File: src/rtl/oam_dma_ctrl.sv
// ---------------------------------------------------------------------------
// oam_dma_ctrl
//
// Purpose:
//   OAM DMA controller sitting between the SM83 core bus and the shared
//   single-write-port memory.  A CPU write to the DMA register latches a
//   source page and copies NUM_BYTES bytes from {page,00} to 0xFE00, one byte
//   per CYC_PER_BYTE clocks, after a START_DELAY clock lead-in.  While a
//   transfer is running the CPU may only reach HRAM (0xFF80-0xFFFE) and the
//   DMA register, and only on cycles where the DMA is not copying.  When idle
//   the block is a transparent pass-through.
//
// Ports:
//   clk          in   system clock, rising edge
//   rst          in   asynchronous, active-high reset
//   cpu_rd_addr  in   CPU read address
//   cpu_rd_data  out  CPU read data (combinational)
//   cpu_wen      in   CPU write enable
//   cpu_wr_addr  in   CPU write address
//   cpu_wr_data  in   CPU write data
//   mem_r_addr   out  memory read address
//   mem_r_data   in   memory read data (combinational)
//   mem_wen      out  memory write enable
//   mem_w_addr   out  memory write address
//   mem_w_data   out  memory write data
//   dma_active   out  high while a transfer is starting or running
// ---------------------------------------------------------------------------
module oam_dma_ctrl #(
    parameter int          CYC_PER_BYTE = 4,
    parameter int          START_DELAY  = 4,
    parameter int          NUM_BYTES    = 160,
    parameter logic [15:0] DMA_REG_ADDR = 16'hFF46
) (
    input  logic        clk,
    input  logic        rst,
    input  logic [15:0] cpu_rd_addr,
    output logic [7:0]  cpu_rd_data,
    input  logic        cpu_wen,
    input  logic [15:0] cpu_wr_addr,
    input  logic [7:0]  cpu_wr_data,
    output logic [15:0] mem_r_addr,
    input  logic [7:0]  mem_r_data,
    output logic        mem_wen,
    output logic [15:0] mem_w_addr,
    output logic [7:0]  mem_w_data,
    output logic        dma_active
);

    localparam int DIV_W = (CYC_PER_BYTE > 1) ? $clog2(CYC_PER_BYTE) : 1;
    localparam int CNT_W = (START_DELAY > 1) ? $clog2(START_DELAY) : 1;

    localparam logic [DIV_W-1:0] DIV_LAST = DIV_W'(CYC_PER_BYTE - 1);
    localparam logic [CNT_W-1:0] CNT_LAST = CNT_W'(START_DELAY - 1);
    localparam logic [7:0]       IDX_LAST = 8'(NUM_BYTES - 1);

    typedef enum logic [1:0] {
        ST_IDLE,
        ST_START,
        ST_XFER
    } state_t;

    state_t           r_state;
    state_t           w_state_nxt;
    logic [7:0]       r_dma_reg;
    logic [7:0]       w_dma_reg_nxt;
    logic [7:0]       r_src_page;
    logic [7:0]       w_src_page_nxt;
    logic [CNT_W-1:0] r_cnt;
    logic [CNT_W-1:0] w_cnt_nxt;
    logic [DIV_W-1:0] r_div;
    logic [DIV_W-1:0] w_div_nxt;
    logic [7:0]       r_byte_idx;
    logic [7:0]       w_byte_idx_nxt;

    logic             w_reg_wr;
    logic             w_active;
    logic             w_copy;
    logic             w_rd_hram;
    logic             w_wr_hram;
    logic             w_rd_reg;
    logic [7:0]       w_src_map;

    // Decode of the current cycle: register writes, the copy slot, and which
    // CPU addresses remain reachable while the DMA owns the bus.
    assign w_reg_wr   = cpu_wen && (cpu_wr_addr == DMA_REG_ADDR);
    assign w_active   = (r_state != ST_IDLE);
    assign w_copy     = (r_state == ST_XFER) && (r_div == DIV_LAST);
    assign w_rd_hram  = (cpu_rd_addr >= 16'hFF80) && (cpu_rd_addr <= 16'hFFFE);
    assign w_wr_hram  = (cpu_wr_addr >= 16'hFF80) && (cpu_wr_addr <= 16'hFFFE);
    assign w_rd_reg   = (cpu_rd_addr == DMA_REG_ADDR);
    assign dma_active = w_active;

    // Pages E0-FF are echo RAM, so fold them back onto C0-DF.
    assign w_src_map = (cpu_wr_data >= 8'hE0) ? (cpu_wr_data - 8'h20) : cpu_wr_data;

    // State register.  Reset aborts any transfer immediately; whatever bytes
    // were already committed to memory simply stay there.
    always_ff @(posedge clk or posedge rst) begin
        if (rst) begin
            r_state    <= ST_IDLE;
            r_dma_reg  <= 8'hFF;
            r_src_page <= 8'h00;
            r_cnt      <= '0;
            r_div      <= '0;
            r_byte_idx <= 8'h00;
        end else begin
            r_state    <= w_state_nxt;
            r_dma_reg  <= w_dma_reg_nxt;
            r_src_page <= w_src_page_nxt;
            r_cnt      <= w_cnt_nxt;
            r_div      <= w_div_nxt;
            r_byte_idx <= w_byte_idx_nxt;
        end
    end

    // Next-state logic.  A register write overrides whatever the sequencer
    // was doing, which gives restart-on-write; a copy slot coinciding with
    // that write still commits its byte because the memory port outputs are
    // decided from the current state, not the next one.
    always_comb begin
        w_state_nxt    = r_state;
        w_dma_reg_nxt  = r_dma_reg;
        w_src_page_nxt = r_src_page;
        w_cnt_nxt      = r_cnt;
        w_div_nxt      = r_div;
        w_byte_idx_nxt = r_byte_idx;

        case (r_state)
            ST_START: begin
                if (r_cnt == CNT_LAST) begin
                    w_state_nxt = ST_XFER;
                    w_div_nxt   = '0;
                end else begin
                    w_cnt_nxt = r_cnt + 1'b1;
                end
            end
            ST_XFER: begin
                if (w_copy) begin
                    w_div_nxt = '0;
                    if (r_byte_idx == IDX_LAST) begin
                        w_state_nxt    = ST_IDLE;
                        w_byte_idx_nxt = 8'h00;
                    end else begin
                        w_byte_idx_nxt = r_byte_idx + 8'h01;
                    end
                end else begin
                    w_div_nxt = r_div + 1'b1;
                end
            end
            default: begin
            end
        endcase

        if (w_reg_wr) begin
            w_dma_reg_nxt  = cpu_wr_data;
            w_src_page_nxt = w_src_map;
            w_state_nxt    = ST_START;
            w_cnt_nxt      = '0;
            w_div_nxt      = '0;
            w_byte_idx_nxt = 8'h00;
        end
    end

    // Memory read address: the DMA source during a copy slot, otherwise the
    // CPU address.  Kept apart from the read-data mux so the memory's
    // combinational read path does not loop back through one process.
    always_comb begin
        mem_r_addr = cpu_rd_addr;
        if (w_copy) begin
            mem_r_addr = {r_src_page, r_byte_idx};
        end
    end

    // CPU read data.  During a transfer only HRAM and the DMA register are
    // visible, and nothing is visible on a copy slot because the DMA owns the
    // read port then.
    always_comb begin
        cpu_rd_data = mem_r_data;
        if (w_copy) begin
            cpu_rd_data = 8'hFF;
        end else if (w_rd_reg) begin
            cpu_rd_data = r_dma_reg;
        end else if (w_active && !w_rd_hram) begin
            cpu_rd_data = 8'hFF;
        end
    end

    // Memory write port.  The copy slot always wins; otherwise CPU writes pass
    // through (all of them when idle, HRAM only when busy), and the DMA
    // register itself never reaches memory.
    always_comb begin
        mem_wen    = 1'b0;
        mem_w_addr = cpu_wr_addr;
        mem_w_data = cpu_wr_data;
        if (w_copy) begin
            mem_wen    = 1'b1;
            mem_w_addr = {8'hFE, r_byte_idx};
            mem_w_data = mem_r_data;
        end else if (w_active) begin
            mem_wen = cpu_wen && w_wr_hram;
        end else begin
            mem_wen = cpu_wen && !w_reg_wr;
        end
    end

endmodule

File: config.mk
export PLATFORM = sky130hd
export DESIGN_NAME = oam_dma_ctrl
export DESIGN_NICKNAME = d
export VERILOG_FILES = /design/src/rtl/oam_dma_ctrl.sv
export SDC_FILE = /design/constraint.sdc
export NUM_CORES = 1
export LEC_CHECK = 0
export CORE_MARGIN = 3
export CORE_UTILIZATION = 41
export CTS_CLUSTER_DIAMETER = 60
export DETAILED_ROUTE_END_ITERATION = 16
export GPL_ROUTABILITY_DRIVEN = 0
export PLACE_DENSITY = 0.81
export RECOVER_POWER = 25
export SYNTH_ARGS = -nofsm -noshare
export SYNTH_HDL_FRONTEND = slang
export SYNTH_SLANG_ARGS = --single-unit
File: constraint.sdc
create_clock -name clk -period 3.5 [get_ports clk]
set_input_delay 0.35 -clock clk [delete_from_list [all_inputs] [get_ports clk]]
set_output_delay 0.35 -clock clk [all_outputs]
set_load 0.005 [all_outputs]
==> flow_summary.json <==
{
  "critPathBufInv": 3,
  "hold_path.class": "flop to flop",
  "coreArea_um2": 4850,
  "syn_to_final_growth_pct": 55.9,
  "crit_slowest_cell": "or4_1",
  "antenna_cells": 0,
  "cts_tree": "yes",
  "finalNetCount": 431,
  "die_h_um": 77.8,
  "antenna_found_initial": 0,
  "io_buffer_count": 100,
  "path_clk_slew_ps": 60,
  "required_ps": 3150,
  "synth_edf_count": 0,
  "vias_per_cell": 5.24,
  "ys_warn_count": 0,
  "seqPwrFrac_pct": 40.6,
  "htree_num_levels": 2,
  "ctsResizeCount": 0,
  "slew_violations": 0,
  "initial_core_util_pct": 43.6,
  "fin_tns_setup_ps": 0,
  "vias": 2327,
  "worst_pin_slew_ps": 996,
  "path_cells": "clkdlybuf4s50_1, or4_1, nor3_2, buf_4, and2_1, a22oi_1, clkdlybuf4s50_1",
  "grt_first_pass_wirelength_um": 10900,
  "die_w_um": 77.8,
  "cpLargestDelayFamily": "buffers and inverters",
  "clock_tree.root_cell": "clkbuf_8",
  "dp_hpwl_um": 5340,
  "critPathKind": "input port to output pin",
  "cp-end-kind": "output pin",
  "clk_latency_ps": 290,
  "ys_seq_elements": 30,
  "fp-row-count": 25,
  "grt-ovfl-total": 0,
  "cp-start-kind": "input port",
  "final_common_cell": "clkdlybuf4s50_1",
  "netlist.area_leader.share_pct": 26.0,
  "grt_pass1_vias": 2230,
  "first_pass_iters": 4,
  "intPower_uw": 666,
  "power.density_nw_per_um2": 263,
  "worst-path-max-fanout": 9,
  "yosysTopAreaCell": "dfrtp_1",
  "cts.path.max_buffers": 2,
  "drv_cap": 0,
  "final_cell_mix": "99 x clkdlybuf4s50_1, 91 x nand2_1, 25 x nor2_1, 22 x dfrtp_1, 16 x a21oi_1",
  "post_cts_buffers": 0,
  "power_leakage_nw": 1.46,
  "ant_nets": 0,
  "drt-initial-drc-count": 115,
  "ys_seq_area_share_pct": 36.0,
  "cts_sinks": 30,
  "post-route-util_pct": 68.0,
  "setup_viol": 0,
  "synth_area_um2": 2110,
  "netlist_instances": 275,
  "post-route-period-util_pct": 82.4,
  "pwr-share-clk_pct": 39.6,
  "rsz0062_at_grt": "no",
  "io_pins": 101,
  "layout_min_cycle_time_ps": 2880,
  "avgSynthCellArea_um2": 7.69,
  "drc": 0,
  "ctsHoldBuffers": 0,
  "wl_per_cell_um": 15.6,
  "fmax_ghz": 0.347,
  "max-vdd-ir-drop_uv": 183,
  "hold_violations": 0,
  "syn_nets": 330,
  "max_stage_delay_ps": 540,
  "p_sw_share_pct": 23.3,
  "synthFlopType": "dfrtp_1",
  "relSlewSlack_pct": 33.5,
  "cts_buffers": 5,
  "async_flop_share_pct": 100,
  "fin_skew_ps": 3.83,
  "die_area_um2": 6060,
  "wirelength_um": 6930,
  "switchingPower_uw": 202,
  "grt_max_degree": 44,
  "drive_gt1_share_pct": 11.4,
  "synth_cell_type_count": 41,
  "status": "finished, final reports clean",
  "grt_usage_pct": 22.9,
  "yosys-top-cells-area": "dfrtp_1 26%, nand2_1 16%, dfstp_2 9.9%",
  "pwr-share-comb_pct": 19.8,
  "worst_path_most_repeated_cell": "clkdlybuf4s50_1",
  "nFillCells": 409,
  "cp.arrival_ps": 2530
}
synth_stat cells, types with 2 or more instances:
| cell | count |
|---|---|
| a21oi_1 | 16 |
| a22oi_1 | 8 |
| a31oi_1 | 2 |
| and2_1 | 2 |
| buf_6 | 2 |
| clkbuf_1 | 11 |
| dfrtp_1 | 22 |
| dfstp_2 | 8 |
| ha_1 | 4 |
| inv_1 | 7 |
| mux2_2 | 9 |
| mux2_4 | 7 |
| mux2i_1 | 2 |
| nand2_1 | 91 |
| nand2b_1 | 8 |
| nand3_1 | 7 |
| nand4_1 | 6 |
| nor2_1 | 25 |
| nor3_1 | 5 |
| o21ai_0 | 9 |
| or3_1 | 2 |
| xor2_1 | 3 |
worst register-to-register path: stages (launching register included):
cell,delay (ps)
dfrtp_1,400
ha_1,260
and3b_1,210
buf_4,210
nand2_1,170
mux2i_1,100
nor4b_1,320
area by class of cell:
type	count	area, µm²	area share, %
Timing Repair Buffer	108	1060	32.1
Inverter	7	26.3	0.797
Clock inverter	3	40.0	1.21
Sequential cell	30	761	23.1
Tap cell	67	83.8	2.54
Multi-Input combinational cell	224	1260	38.2
Clock buffer	5	68.8	2.09
per-stage QoR:
stage	hold slack (ps)	setup slack [ps]	power, mW	instance area, µm²	instances
4_1_cts	510	620	0.875	3300	444
6_report	510	617	0.868	3300	444
2_1_floorplan	435	1260	0.404	2110	275
3_5_place_dp	494	621	0.531	3190	436
5_1_grt	522	472	0.905	3300	444
3_3_place_gp	491	658	0.528	3190	436
per-layer routing:
metal	track usage [%]	up-vias	routed length, µm
met3	6.96	4	464
met5	0	-	0
met2	36.5	92	3300
met4	6.94	0	71
li1	-	1140	-
met1	29.8	1091	3090
path summary, 6_finish.rpt:
check | from | endpoint | slack (ps) | depth (start not counted)
setup / recovery | cpu_rd_addr[3] | cpu_rd_data[0] | 620 | 7
hold / removal | r_src_page[3]$_DFFE_PP0P_ | r_src_page[3]$_DFFE_PP0P_ | 510 | 1
setup reg to reg | r_div[0]$_DFFE_PP0P_ | r_byte_idx[5]$_DFFE_PP0P_ | 1730 | 6
hold reg to reg | r_src_page[3]$_DFFE_PP0P_ | r_src_page[3]$_DFFE_PP0P_ | 510 | 1
max in group asynchronous | rst | r_dma_reg[3]$_DFFE_PP1P_ | 2000 | 3
min in group asynchronous | rst | r_src_page[6]$_DFFE_PP0P_ | 740 | 2
cell families (layout without fill, tap and decap cells):
logic type / count (synthesis) / in the layout / synth area share, %
and+or+nand+nor: 158 / 158 / 33.6
AOI/OAI and AO/OA: 40 / 40 / 11.3
adders and majority gates: 4 / 4 / 2.37
buffers and inverters: 21 / 123 / 4.44
DFF: 30 / 30 / 36.0
muxes: 18 / 18 / 10.7
xor gates and xnor gates: 4 / 4 / 1.66
power groups by stage:
stage	Sequential, mW	Combinational (mW)	Clock (mW)
after floorplan	0.357	0.0463	0
final	0.352	0.172	0.344
after global placement	0.358	0.170	0
after CTS	0.352	0.173	0.349
after detailed placement	0.358	0.172	0
after global routing	0.352	0.186	0.367
Note: power is estimated with default switching activity, not from simulation.
